File: config.mk
export PLATFORM = sky130hd
export DESIGN_NAME = game_flow_ctrl
export DESIGN_NICKNAME = d
export VERILOG_FILES = /design/src/rtl/game_flow_ctrl_pkg.sv /design/src/rtl/game_flow_ctrl_bcd_inc2.sv /design/src/rtl/game_flow_ctrl.sv
export SDC_FILE = /design/constraint.sdc
export NUM_CORES = 1
export LEC_CHECK = 0
export CAP_MARGIN = 20
export CORE_MARGIN = 10
export CORE_UTILIZATION = 60
export DETAILED_ROUTE_END_ITERATION = 8
export PLACE_DENSITY = 0.86
export SLEW_MARGIN = 20
export SYNTH_ARGS = -nofsm -noshare
export SYNTH_HDL_FRONTEND = slang
export SYNTH_SLANG_ARGS = --single-unit
File: constraint.sdc
create_clock -name clk -period 3.2 [get_ports clk]
set_input_delay 0.48 -clock clk [delete_from_list [all_inputs] [get_ports clk]]
set_output_delay 0.48 -clock clk [all_outputs]
set_load 0.01 [all_outputs]
File: src/rtl/game_flow_ctrl_pkg.sv
// Shared types and widths for the flappy game sequencer and its display consumers.
package game_flow_ctrl_pkg;

    localparam int BCD_DIGIT_W = 4;
    localparam int SCORE_W     = 2 * BCD_DIGIT_W;
    localparam int SPEED_W     = 4;

    localparam logic [SCORE_W-1:0] BCD_MAX = 8'h99;

    // Screen/phase selector, also decoded by the RGB block
    typedef enum logic [1:0] {
        MODE_ATTRACT = 2'd0,
        MODE_PLAY    = 2'd1,
        MODE_DYING   = 2'd2,
        MODE_OVER    = 2'd3
    } mode_e;

endpackage

File: src/rtl/game_flow_ctrl_bcd_inc2.sv
// Two-digit BCD incrementer that holds at 99; purely combinational.
module bcd_inc2
    import game_flow_ctrl_pkg::*;
(
    input  logic [SCORE_W-1:0] i_bcd,
    output logic [SCORE_W-1:0] o_bcd
);

    logic [BCD_DIGIT_W-1:0] w_lo;
    logic [BCD_DIGIT_W-1:0] w_hi;

    assign w_lo = i_bcd[BCD_DIGIT_W-1:0];
    assign w_hi = i_bcd[SCORE_W-1:BCD_DIGIT_W];

    always_comb begin
        o_bcd = i_bcd;
        if (i_bcd == BCD_MAX) begin
            o_bcd = BCD_MAX;
        end else if (w_lo == 4'd9) begin
            o_bcd = {w_hi + 4'd1, 4'd0};
        end else begin
            o_bcd = {w_hi, w_lo + 4'd1};
        end
    end

endmodule

File: src/rtl/game_flow_ctrl.sv
// Round sequencer: attract/play/dying/over phases, BCD score, best score and speed schedule.
module game_flow_ctrl
    import game_flow_ctrl_pkg::*;
#(
    parameter int unsigned DIE_FRAMES = 60,
    parameter int unsigned OVER_LOCK  = 30,
    parameter int unsigned SPEED_MIN  = 3,
    parameter int unsigned SPEED_MAX  = 7,
    parameter int unsigned LEVEL_STEP = 5
) (
    input  logic               clk,
    input  logic               rst,
    input  logic               i_btn_start,
    input  logic               i_frame_tick,
    input  logic               i_pass,
    input  logic               i_collide,
    output logic [1:0]         o_mode,
    output logic               o_play_en,
    output logic               o_game_rst,
    output logic [SPEED_W-1:0] o_speed,
    output logic [SCORE_W-1:0] o_score_bcd,
    output logic [SCORE_W-1:0] o_best_bcd,
    output logic               o_new_best
);

    // A zero death delay still waits for one frame tick
    localparam logic [7:0]         DIE_LOAD   = (DIE_FRAMES == 0) ? 8'd1 : 8'(DIE_FRAMES);
    localparam logic [7:0]         LOCK_LOAD  = 8'(OVER_LOCK);
    localparam logic [3:0]         LEVEL_LAST = 4'(LEVEL_STEP - 1);
    localparam logic [SPEED_W-1:0] SPD_MIN    = SPEED_W'(SPEED_MIN);
    localparam logic [SPEED_W-1:0] SPD_MAX    = SPEED_W'(SPEED_MAX);

    logic               r_start_meta, r_start_sync, r_start_prev, r_pass_prev;
    mode_e              r_state;
    logic [7:0]         r_die_cnt, r_lock_cnt;
    logic [3:0]         r_level;
    logic [SPEED_W-1:0] r_speed;
    logic [SCORE_W-1:0] r_score, r_best;
    logic               r_new_best, r_game_rst, r_play_en;

    mode_e              w_state_nxt;
    logic [7:0]         w_die_nxt, w_lock_nxt;
    logic [3:0]         w_level_nxt;
    logic [SPEED_W-1:0] w_speed_nxt;
    logic [SCORE_W-1:0] w_score_nxt, w_best_nxt, w_score_inc;
    logic               w_new_best_nxt, w_game_rst_nxt, w_new_round;
    logic               w_start_evt, w_pass_evt;

    assign w_start_evt = r_start_sync & ~r_start_prev;
    assign w_pass_evt  = i_pass & ~r_pass_prev;

    bcd_inc2 u_score_inc (
        .i_bcd (r_score),
        .o_bcd (w_score_inc)
    );

    always_ff @(posedge clk or posedge rst) begin
        if (rst) begin
            r_start_meta <= 1'b0;
            r_start_sync <= 1'b0;
            r_start_prev <= 1'b0;
            r_pass_prev  <= 1'b0;
            r_state      <= MODE_ATTRACT;
            r_die_cnt    <= '0;
            r_lock_cnt   <= '0;
            r_level      <= '0;
            r_speed      <= SPD_MIN;
            r_score      <= '0;
            r_best       <= '0;
            r_new_best   <= 1'b0;
            r_game_rst   <= 1'b0;
            r_play_en    <= 1'b0;
        end else begin
            r_start_meta <= i_btn_start;
            r_start_sync <= r_start_meta;
            r_start_prev <= r_start_sync;
            r_pass_prev  <= i_pass;
            r_state      <= w_state_nxt;
            r_die_cnt    <= w_die_nxt;
            r_lock_cnt   <= w_lock_nxt;
            r_level      <= w_level_nxt;
            r_speed      <= w_speed_nxt;
            r_score      <= w_score_nxt;
            r_best       <= w_best_nxt;
            r_new_best   <= w_new_best_nxt;
            r_game_rst   <= w_game_rst_nxt;
            r_play_en    <= (w_state_nxt == MODE_PLAY);
        end
    end

    // Collide beats pass in PLAY; in OVER the registered lock value gates start, so a tick that empties it cannot admit the same start
    always_comb begin
        w_state_nxt    = r_state;
        w_die_nxt      = r_die_cnt;
        w_lock_nxt     = r_lock_cnt;
        w_level_nxt    = r_level;
        w_speed_nxt    = r_speed;
        w_score_nxt    = r_score;
        w_best_nxt     = r_best;
        w_new_best_nxt = r_new_best;
        w_game_rst_nxt = 1'b0;
        w_new_round    = 1'b0;
        case (r_state)
            MODE_ATTRACT: begin
                w_new_round = w_start_evt;
            end
            MODE_PLAY: begin
                if (i_collide) begin
                    w_state_nxt = MODE_DYING;
                    w_die_nxt   = DIE_LOAD;
                end else if (w_pass_evt) begin
                    w_score_nxt = w_score_inc;
                    if (r_level >= LEVEL_LAST) begin
                        w_level_nxt = '0;
                        if (r_speed < SPD_MAX) begin
                            w_speed_nxt = r_speed + 1'b1;
                        end
                    end else begin
                        w_level_nxt = r_level + 1'b1;
                    end
                end
            end
            MODE_DYING: begin
                if (r_die_cnt == '0) begin
                    w_state_nxt = MODE_OVER;
                    w_lock_nxt  = LOCK_LOAD;
                    if (r_score > r_best) begin
                        w_best_nxt     = r_score;
                        w_new_best_nxt = 1'b1;
                    end
                end else if (i_frame_tick) begin
                    w_die_nxt = r_die_cnt - 1'b1;
                end
            end
            MODE_OVER: begin
                if (i_frame_tick && (r_lock_cnt != '0)) begin
                    w_lock_nxt = r_lock_cnt - 1'b1;
                end
                w_new_round = w_start_evt && (r_lock_cnt == '0);
            end
            default: begin
                w_state_nxt = MODE_ATTRACT;
            end
        endcase
        if (w_new_round) begin
            w_state_nxt    = MODE_PLAY;
            w_game_rst_nxt = 1'b1;
            w_score_nxt    = '0;
            w_level_nxt    = '0;
            w_new_best_nxt = 1'b0;
            w_speed_nxt    = SPD_MIN;
        end
    end

    assign o_mode      = r_state;
    assign o_play_en   = r_play_en;
    assign o_game_rst  = r_game_rst;
    assign o_speed     = r_speed;
    assign o_score_bcd = r_score;
    assign o_best_bcd  = r_best;
    assign o_new_best  = r_new_best;

endmodule

**Yosys cells after proc, flatten, opt, wreduce, memory -nomap -nowiden**

Cells that the tools add are included.
Widths: inputs -> output; s select.

- Register bits: 49
- Input bits: 6

- Add/sub/neg operators: 6
- $lt $le $gt $ge: 3
- Eq/ne operators: 12
- Multiplexer cells: 34
- Bitwise operators: 4
- Reductions and logical operators: 23

Operators with widths:

| kind | number |
|---|---|
| $mux 8 | 11 |
| $mux 4 | 11 |
| $pmux 8 s2 | 2 |
| $reduce_bool 2->1 | 9 |
| $add 4x1->4 const B | 4 |
| $logic_not 8->1 | 2 |
| $sub 8x1->8 const B | 2 |
| $reduce_and 3->1 | 4 |
| $ne 2x2->1 const B | 5 |
| $eq 8x8->1 const B | 1 |
| $gt 8x8->1 | 1 |
| $reduce_and 4->1 | 2 |
| $reduce_bool 8->1 | 1 |
| $mux 2 | 3 |
| $mux 1 | 5 |
| $reduce_and 5->1 | 1 |
| $eq 2x1->1 const B | 2 |
| $eq 2x2->1 const B | 2 |
| $eq 4x4->1 const B | 1 |
| $ge 4x3->1 const B | 1 |
| $lt 4x3->1 const B | 1 |
| $pmux 2 s2 | 1 |
| $reduce_bool 3->1 | 1 |
| $and 1x1->1 | 2 |
| 5 further kinds | 7 |

**Longest topological paths before layout**

Gate-level depths: netlist of run 1.

- Depth in word-level cells: 7
- Gate-level depth with buffers: 8

**Hierarchy**

A second synthesis of run 1 with hierarchy kept.

- Cell total of the unflattened synthesis: 277
- Area total of the unflattened synthesis: 2756.4 um2

By module, submodules not included:

| module | times used | cells each | area each (um2) |
|---|---|---|---|
| game_flow_ctrl | 1 | 248 | 2542.4 |
| bcd_inc2 | 1 | 29 | 214.0 |

**Worst setup path after synthesis of run 1**

Ideal clock, no wire load.

- Path type: register -> register
- From: register r_score[5] (netlist: o_score_bcd[5])
- To: register r_best[0] (netlist: o_best_bcd[0])
- Library setup time: 0.125 ns
- Arrival: 1.914 ns
- Slack: 1.161 ns
- Stages on the path, launching flop included: 7
- Path buffers: 0
- Period minus slack after synthesis: 2.039 ns
- Cell sequence: dfrtp_1 > ha_1 > a211oi_1 > o21bai_1 > mux2_2 > o2111ai_4 > mux2_2

- Cells in the longest elaborated chain, start to end: 2

Ends and longest elaborated chain:

| element | line | source |
|---|---|---|
| start: declaration | game_flow_ctrl.sv:38 | `logic [SCORE_W-1:0] r_score, r_best;` |
| start signal: assignment | game_flow_ctrl.sv:83 | `r_score <= w_score_nxt;` |
| $gt 8x8->1 | game_flow_ctrl.sv:127 | `if (r_score > r_best) begin` |
| $reduce_and 3->1 (no line) | - |  |
| end signal: assignment | game_flow_ctrl.sv:84 | `r_best <= w_best_nxt;` |
| end: declaration | game_flow_ctrl.sv:38 |  |

Every way passes these cells.
A chain may end at the register's enable or synchronous reset.

**Worst setup path after layout of run 1**

- From: register r_state[0] (netlist: o_mode[0])
- To: register r_lock_cnt[7]

- Cells in the longest elaborated chain, start to end: 3
- Elaborated cells between the ends (all ways): 7
- Those cells by class: eq/ne: 4; mux: 1; reduce/logical: 2

Ends and longest elaborated chain:

| element | line | source |
|---|---|---|
| start: declaration | game_flow_ctrl.sv:34 | `mode_e r_state;` |
| start signal: assignment | game_flow_ctrl.sv:78 | `r_state <= w_state_nxt;` |
| $eq 2x2->1 | game_flow_ctrl.sv:103 | `case (r_state)` |
| $ne 2x2->1 (no line) / $reduce_bool 2->1 (equally long branches) | - |  |
| $reduce_and 3->1 (no line) | - |  |
| end signal: assignment | game_flow_ctrl.sv:80 | `r_lock_cnt <= w_lock_nxt;` |
| end: declaration | game_flow_ctrl.sv:35 | `logic [7:0] r_die_cnt, r_lock_cnt;` |

Several ways; a longest one is shown, not always the timed one.

==> summary.md, run 1 <==
| Metric | Value |
|---|---|
| Synth Area in Simple Gates | `19.8%` |
| Placed Cells | `346` |
| Area grow syn2layout | `16.2%` |
| Post-route clock period utilization | `72.1%` |
| Synth unique cells | `45` |
| P_sw | `0.741 mW` |
| Worst setup EP type | `flop` |
| DRT Wirelength | `5480 um` |
| CTS Sinks | `49` |
| Slew @ Worst Pin | `0.825 ns` |
| Arrival @ worst endpoint | `2.53 ns` |
| H-Tree Depth | `2` |
| Fmax | `0.433 GHz` |
| Diode count | `0` |
| Die height | `86.8 um` |
| Largest net degree at the start of global routing | `50` |
| Required time of the critical path | `3.42 ns` |
| DR vias | `2067` |
| Final Setup Violations | `0` |
| FP Rows | `24` |
| Minimum clock period | `2.31 ns` |
| Async S/R FF share, synth | `100%` |
| Routed Antenna Nets | `0` |
| Hold Crit Class | `reg2reg` |
| Avg Cell Area, Syn | `9.98 um2` |
| Total gr overflow | `0` |
| Postcts setup bufs | `0` |
| Cell Area, Synth | `2670 um2` |
| Most area-hungry cell type in the Yosys netlist | `dfrtp_1` |
| Synth Area in Adders | `10.8%` |
| Yosys warns | `0` |
| Final Slew Violations | `0` |
| Final hold vios | `0` |
| Initial core utilization | `61.8%` |
| MaxCap Viol Count | `0` |
| Top-count cell post-synth | `dfrtp_1` |
| Mux cell area share after synthesis | `5.62%` |
| Sw Ratio | `37.8%` |
| Dpl hpwl | `3980 um` |
| Yosys top cell area share | `44.0%` |
| # fillers | `331` |
| I/O pin count | `31` |
| Drt drc | `0` |
| CTS max path bufs | `2` |
| Root buffer cell | `clkbuf_8` |
| CP max FO | `10` |
| Synth Area in Compound Gates | `11.7%` |
| Die Footprint | `7530 um2` |
| CTS Buf Count | `5` |
| Total core area | `4320 um2` |
| 1st-iter DRT viols | `186` |
| Clock Skews | `0.0110 ns` |
| Clock power frac | `17.7%` |
| PortBufs | `30` |
| Post-CTS Resized | `0` |
| Standby leakage power | `1.37 nW` |
| Worst relative slew slack | `44.9%` |
| Non-Filler Instances | `354` |
| Average wire per standard cell | `15.5 um` |
| Combinational fraction of design power | `37.8%` |
| Clk Latency, worst-skew pair | `0.30 ns` |
| Number of global-route vias before repair | `2043` |
| Total GRT Usage | `15.6%` |
| RSZ-0062 raised after global routing | `no` |
| Number of synthesized flops with an enable pin | `0` |
| XOR/XNOR Fraction of Synth Area | `2.29%` |
| First-pass GRT wire length | `9660 um` |
| Fin Setup TNS | `0 ns` |
| CTS tree | `built` |
| Max rail drop VDD | `0.439 mV` |
| Global placement routability congestion | `0.863` |
| Mapped Cells | `268` |
| Internal power | `1.22 mW` |
| Primary FF master, synth | `dfrtp_1` |
| Vias/cell | `5.84` |
| Clock transition at path regs | `0.08 ns` |
| Die span in x | `86.8 um` |
| Power Dens Cells | `631 nW/um2` |
| NumNets Final | `330` |
| Post-synthesis sequential area ratio | `46.0%` |
| CP Class | `reg2reg` |
| DR pass1 iterations | `4` |
| Synth Register Bits | `49` |
| Syn nets | `297` |
| Sequential power share | `44.5%` |
| Hold Buf Count CTS | `0` |
| Initial antenna violation count | `0` |
| Status | `complete, no violations` |
| Area contributors post-synth | `dfrtp_1, ha_1, nor2_1` |
| Most frequent cells after synthesis | `dfrtp_1, nor2_1, ha_1, nand2_1, inv_1` |
| Largest family of logic cells by synthesized area | `simple AND/OR/NAND/NOR gates` |
| Share of layout cells above drive strength 1 | `9.60%` |
| Startpoint type of the worst setup path | `flop` |
## cells by family (layout without fill, tap and decap cells)
logic type	Yosys count	count (layout)
muxes	14	14
and+or+nand+nor	102	102
DFF	49	49
AOI/OAI and AO/OA	47	47
adders and majority gates	23	23
buffers and inverters	26	60
xor gates and xnor gates	7	7
## worst paths after layout
check                             startpoint            end  slack, ns  depth (start not counted)
worst max register to register     o_mode[0]  r_lock_cnt[7]       0.89                          7
worst min register to register  r_start_meta   r_start_sync       0.36                          0
worst max-delay path               o_mode[0]  r_lock_cnt[7]       0.89                          7
min in group asynchronous                rst  r_lock_cnt[5]       0.63                          2
max in group asynchronous                rst   r_die_cnt[6]       2.07                          2
worst min-delay path            r_start_meta   r_start_sync       0.36                          0
## area by class of cell
cell class	instances	area [um2]	area share, %
Multi-Input combinational cell	193	1340	43.2
Sequential cell	49	1230	39.5
Timing Repair Buffer	31	308	9.91
Inverter	21	80.1	2.58
Clock buffer	6	72.6	2.34
Tap cell	52	65.1	2.09
Clock inverter	2	10.0	0.322
## worst max-delay path, cell delays in order, from the launching register on
cell and delay [ns]:
dfrtp_1 0.42, inv_1 0.13, ha_1 0.48, mux2_2 0.25, o41a_1 0.20, nand2_2 0.13, nor4_1 0.37, mux2i_1 0.25
## state kept, by name, summed over array words and instances (netlist names)
name / flops
r_lock_cnt: 8
r_start_meta: 1
o_score_bcd: 8
o_game_rst: 1
o_new_best: 1
o_speed: 4
o_mode: 2
r_start_sync: 1
r_die_cnt: 8
r_start_prev: 1
o_best_bcd: 8
o_play_en: 1
r_level: 4
r_pass_prev: 1
## cells in the final DEF, fill, tap and decap left out, drive strengths merged, types with 3 or more instances in the layout
master	synthesis	routed
nor3	3	3
o21ai	14	14
clkdlybuf4s50	0	30
dfrtp	47	47
nand4	5	5
clkinv	0	3
a21oi	16	16
mux2i	6	6
clkbuf	1	6
or3	4	4
nand2	24	24
ha	23	23
nand3b	3	3
nor2	30	30
nand2b	4	4
mux2	8	8
xor2	7	7
nor4	6	6
or2	3	3
nand3	8	8
inv	21	20
## through the flow
stage / power, mW / utilization [%] / instance area (um2) / hold slack [ns] / setup WS (ns)
floorplan: 1.38 / - / 2670 / 0.331 / 1.16
global placement: 1.59 / 69.9 / 3020 / 0.334 / 0.906
detailed placement: 1.62 / 69.9 / 3020 / 0.347 / 0.856
CTS: 1.97 / 71.8 / 3110 / 0.363 / 0.908
global route: 2.13 / 71.8 / 3110 / 0.368 / 0.748
finish: 1.96 / 71.8 / 3110 / 0.359 / 0.891
## power groups by stage
stage          registers [mW]  logic (mW)  clock network, mW
3_5_place_dp            0.878       0.740                  0
2_1_floorplan           0.868       0.511                  0
4_1_cts                 0.869       0.743              0.358
6_report                0.872       0.741              0.347
5_1_grt                 0.892       0.845              0.388
3_3_place_gp            0.872       0.715                  0
## per-layer routing
metal | vias up | wire, um | track usage, %
li1 | 1004 | - | -
met5 | - | 0 | 0
met3 | 7 | 330 | 4.60
met4 | 0 | 85 | 5.89
met2 | 45 | 2600 | 25.5
met1 | 1011 | 2460 | 19.0
Power figures use the tool's default switching activity.
==> run 2, diff against run 1 <==
Settings changed: CORE_UTILIZATION 60 to 56, PLACE_DENSITY 0.86 to 0.81.
Clock period 3.2 ns to 2.29 ns, I/O delays scaled along.
==> run 2 against run 1 <==
Effect of this change:
- fmax increased by 7.8%
- global-route usage decreased by 0.49 points
- first-iteration DRC count decreased by 16%
- combinational power increased by 44%
- worst setup slack got worse by 0.74 ns
- hold slack got worse by 0.030 ns
- sequential cell count unchanged
- core utilization decreased by 2.8 points
- critical path depth decreased by 1
- power increased by 53%
- via count increased by 0.92%
- largest cell class unchanged
==> summary.md, run 2 (synthesized netlist as in run 1, its figures left out) <==
| Metric | Value |
|---|---|
| Startpoint type of the worst setup path | `flop` |
| Status | `complete, no violations` |
| Internal power | `1.95 mW (+60%)` |
| Root buffer cell | `clkbuf_8` |
| Clock transition at path regs | `0.09 ns (about the same)` |
| Largest net degree at the start of global routing | `34 (-32%)` |
| Area of the multi-input gates | `1350 um2 (+0.19%)` |
| Final Setup Violations | `0 (unchanged)` |
| Met2 usage | `25.4% (-0.091 points)` |
| Clock Skews | `0.00671 ns (-0.00433 ns)` |
| Busiest grt layer | `met2` |
| DRT Wirelength | `5540 um (+1.0%)` |
| Slowest stage delay, CP | `0.44 ns (-0.04 ns)` |
| Die span in x | `89.1 um (+2.7%)` |
| Critical Path, Cell by Cell | `ha_1, a211oi_1, o21bai_1, mux2_2, o2111ai_4, mux2_2` |
| H-Tree Depth | `2 (unchanged)` |
| Worst relative slew slack | `68.0% (+23 points)` |
| Fin Setup TNS | `0 ns (unchanged)` |
| Arrival @ worst endpoint | `2.34 ns (-0.19 ns)` |
| Postcts setup bufs | `0 (unchanged)` |
| 1st-iter DRT viols | `157 (-16%)` |
| Clk Latency, worst-skew pair | `0.31 ns (about the same)` |
| Total GRT Usage | `15.1% (-0.49 points)` |
| CTS Sinks | `49 (unchanged)` |
| Die height | `89.1 um (+2.7%)` |
| Minimum clock period | `2.14 ns (-0.167 ns)` |
| Worst path slowest cell | `dfrtp_1` |
| CTS max path bufs | `2 (unchanged)` |
| Average wire per standard cell | `15.3 um (-1.2%)` |
| Sw Ratio | `35.2% (-2.6 points)` |
| Combinational fraction of design power | `35.6% (-2.2 points)` |
| Clock power frac | `24.0% (+6.3 points)` |
| FP Rows | `25 (+4.2%)` |
| DR vias | `2086 (+0.92%)` |
| Initial antenna violation count | `0 (unchanged)` |
| RSZ-0062 raised after global routing | `no` |
| # fillers | `367 (+11%)` |
| I/O pin count | `31 (unchanged)` |
| P_sw | `1.06 mW (+42%)` |
| CTS Buf Count | `5 (unchanged)` |
| CP max FO | `9 (-1)` |
| Vias/cell | `5.76 (-1.3%)` |
| MaxCap Viol Count | `0 (unchanged)` |
| First-pass GRT wire length | `9590 um (-0.71%)` |
| Placed Cells | `354 (+2.3%)` |
| Min Hold Slack | `0.329 ns (-0.0301 ns)` |
| Met1 Use GR | `18.4% (-0.57 points)` |
| Non-Filler Instances | `362 (+2.3%)` |
| Worst setup EP type | `flop` |
| Met3 GRT Util | `3.83% (-0.77 points)` |
| Final Slew Violations | `0 (unchanged)` |
| Required time of the critical path | `2.48 ns (-0.94 ns)` |
| Slew @ Worst Pin | `0.477 ns (-0.349 ns)` |
| Post-route clock period utilization | `93.5% (+21 points)` |
| Most frequent cells in the layout | `dfrtp_1, nor2_1, clkdlybuf4s50_1` |
| Final hold vios | `0 (unchanged)` |
| Post-placement setup slack | `0.127 ns (-0.729 ns)` |
| Diode count | `0 (unchanged)` |
| Share of layout cells above drive strength 1 | `12.0% (+2.4 points)` |
| CTS tree | `built` |
| Hold Buf Count CTS | `0 (unchanged)` |
| DR pass1 iterations | `4 (unchanged)` |
| Total gr overflow | `0 (unchanged)` |
| Dpl hpwl | `4120 um (+3.7%)` |
| NumNets Final | `336 (+1.8%)` |
| FF-to-FF setup slack | `0.15 ns (-0.74 ns)` |
| Global placement routability congestion | `0.776 (-10%)` |
| Fmax | `0.467 GHz (+7.8%)` |
| Sequential power share | `40.4% (-4.1 points)` |
| Setup ws final | `0.148 ns (-0.743 ns)` |
| Post-CTS Resized | `0 (unchanged)` |
| Drt drc | `0 (unchanged)` |
| Register area | `1230 um2 (unchanged)` |
| Commonest non-fill, non-tap cell in the layout | `dfrtp_1` |
| Number of global-route vias before repair | `2084 (+2.0%)` |
| Area grow syn2layout | `20.4%` |
| PortBufs | `30 (unchanged)` |
| Routed Antenna Nets | `0 (unchanged)` |
| Max rail drop VDD | `0.500 mV (+14%)` |
| Hold Crit Class | `in2async` |
| Initial core utilization | `57.4% (-4.5 points)` |
| Die Footprint | `7940 um2 (+5.5%)` |
| CP Class | `reg2reg` |
| Power Dens Cells | `932 nW/um2 (+48%)` |
| Standby leakage power | `1.42 nW (+4.1%)` |
| Most used cell, CP | `mux2_2` |
| Total core area | `4660 um2 (+7.8%)` |
run 2: cell types whose count changed in the layout (fill, tap and decap cells not counted), sizes merged:
cell,delta
clkbuf,-1
buf,+6
inv,+1
bufinv,+2
clkinv,-2
run 2: final timing paths:
path,from,to,cells past startpoint
setup / recovery,o_score_bcd[5],o_best_bcd[4],6
hold / removal,rst,r_lock_cnt[6],2
min in group clk,r_start_meta,r_start_sync,0
hold reg to reg,r_start_meta,r_start_sync,0
setup reg to reg,o_score_bcd[5],o_best_bcd[4],6
max in group asynchronous,rst,o_speed[0],3
run 2: worst max-delay path, delay by kind of cell, from the launching register on:
family | cells | cell delay, ns
muxes | 2 | 0.69
DFF | 1 | 0.44
adders and majority gates | 1 | 0.34
AOI/OAI and AO/OA | 3 | 0.55
run 2: area by class of cell:
cell class,count,area share (%)
Multi-Input combinational cell,193,41.8
Sequential cell,49,38.2
Timing Repair Buffer,37,11.3
Inverter,21,2.45
Clock buffer,5,2.14
Tap cell,54,2.10
Clock inverter,3,2.02
run 2: metrics by stage:
step | power (mW) | area, um2 | util [%]
4_1_cts | 3.02 | 3220 | 69.0
3_5_place_dp | 2.29 | 3080 | 66.1
5_1_grt | 3.22 | 3220 | 69.1
3_3_place_gp | 2.24 | 3080 | 66.1
2_1_floorplan | 1.93 | 2670 | -
6_report | 3.00 | 3220 | 69.1
run 2: power groups by stage:
stage	Combinational [mW]	Sequential, mW	Clock, mW
finish	1.07	1.21	0.720
CTS	1.08	1.21	0.733
global route	1.22	1.24	0.765
global placement	1.03	1.22	0
detailed placement	1.06	1.22	0
floorplan	0.715	1.21	0
run 2: metal layers:
metal / vias to the layer above / part of all wire (%) / wire length (um)
li1: 1013 / - / -
met1: 1012 / 45 / 2490
met2: 53 / 48 / 2630
met3: 8 / 6.3 / 347
met4: 0 / 1.3 / 70
met5: - / 0 / 0
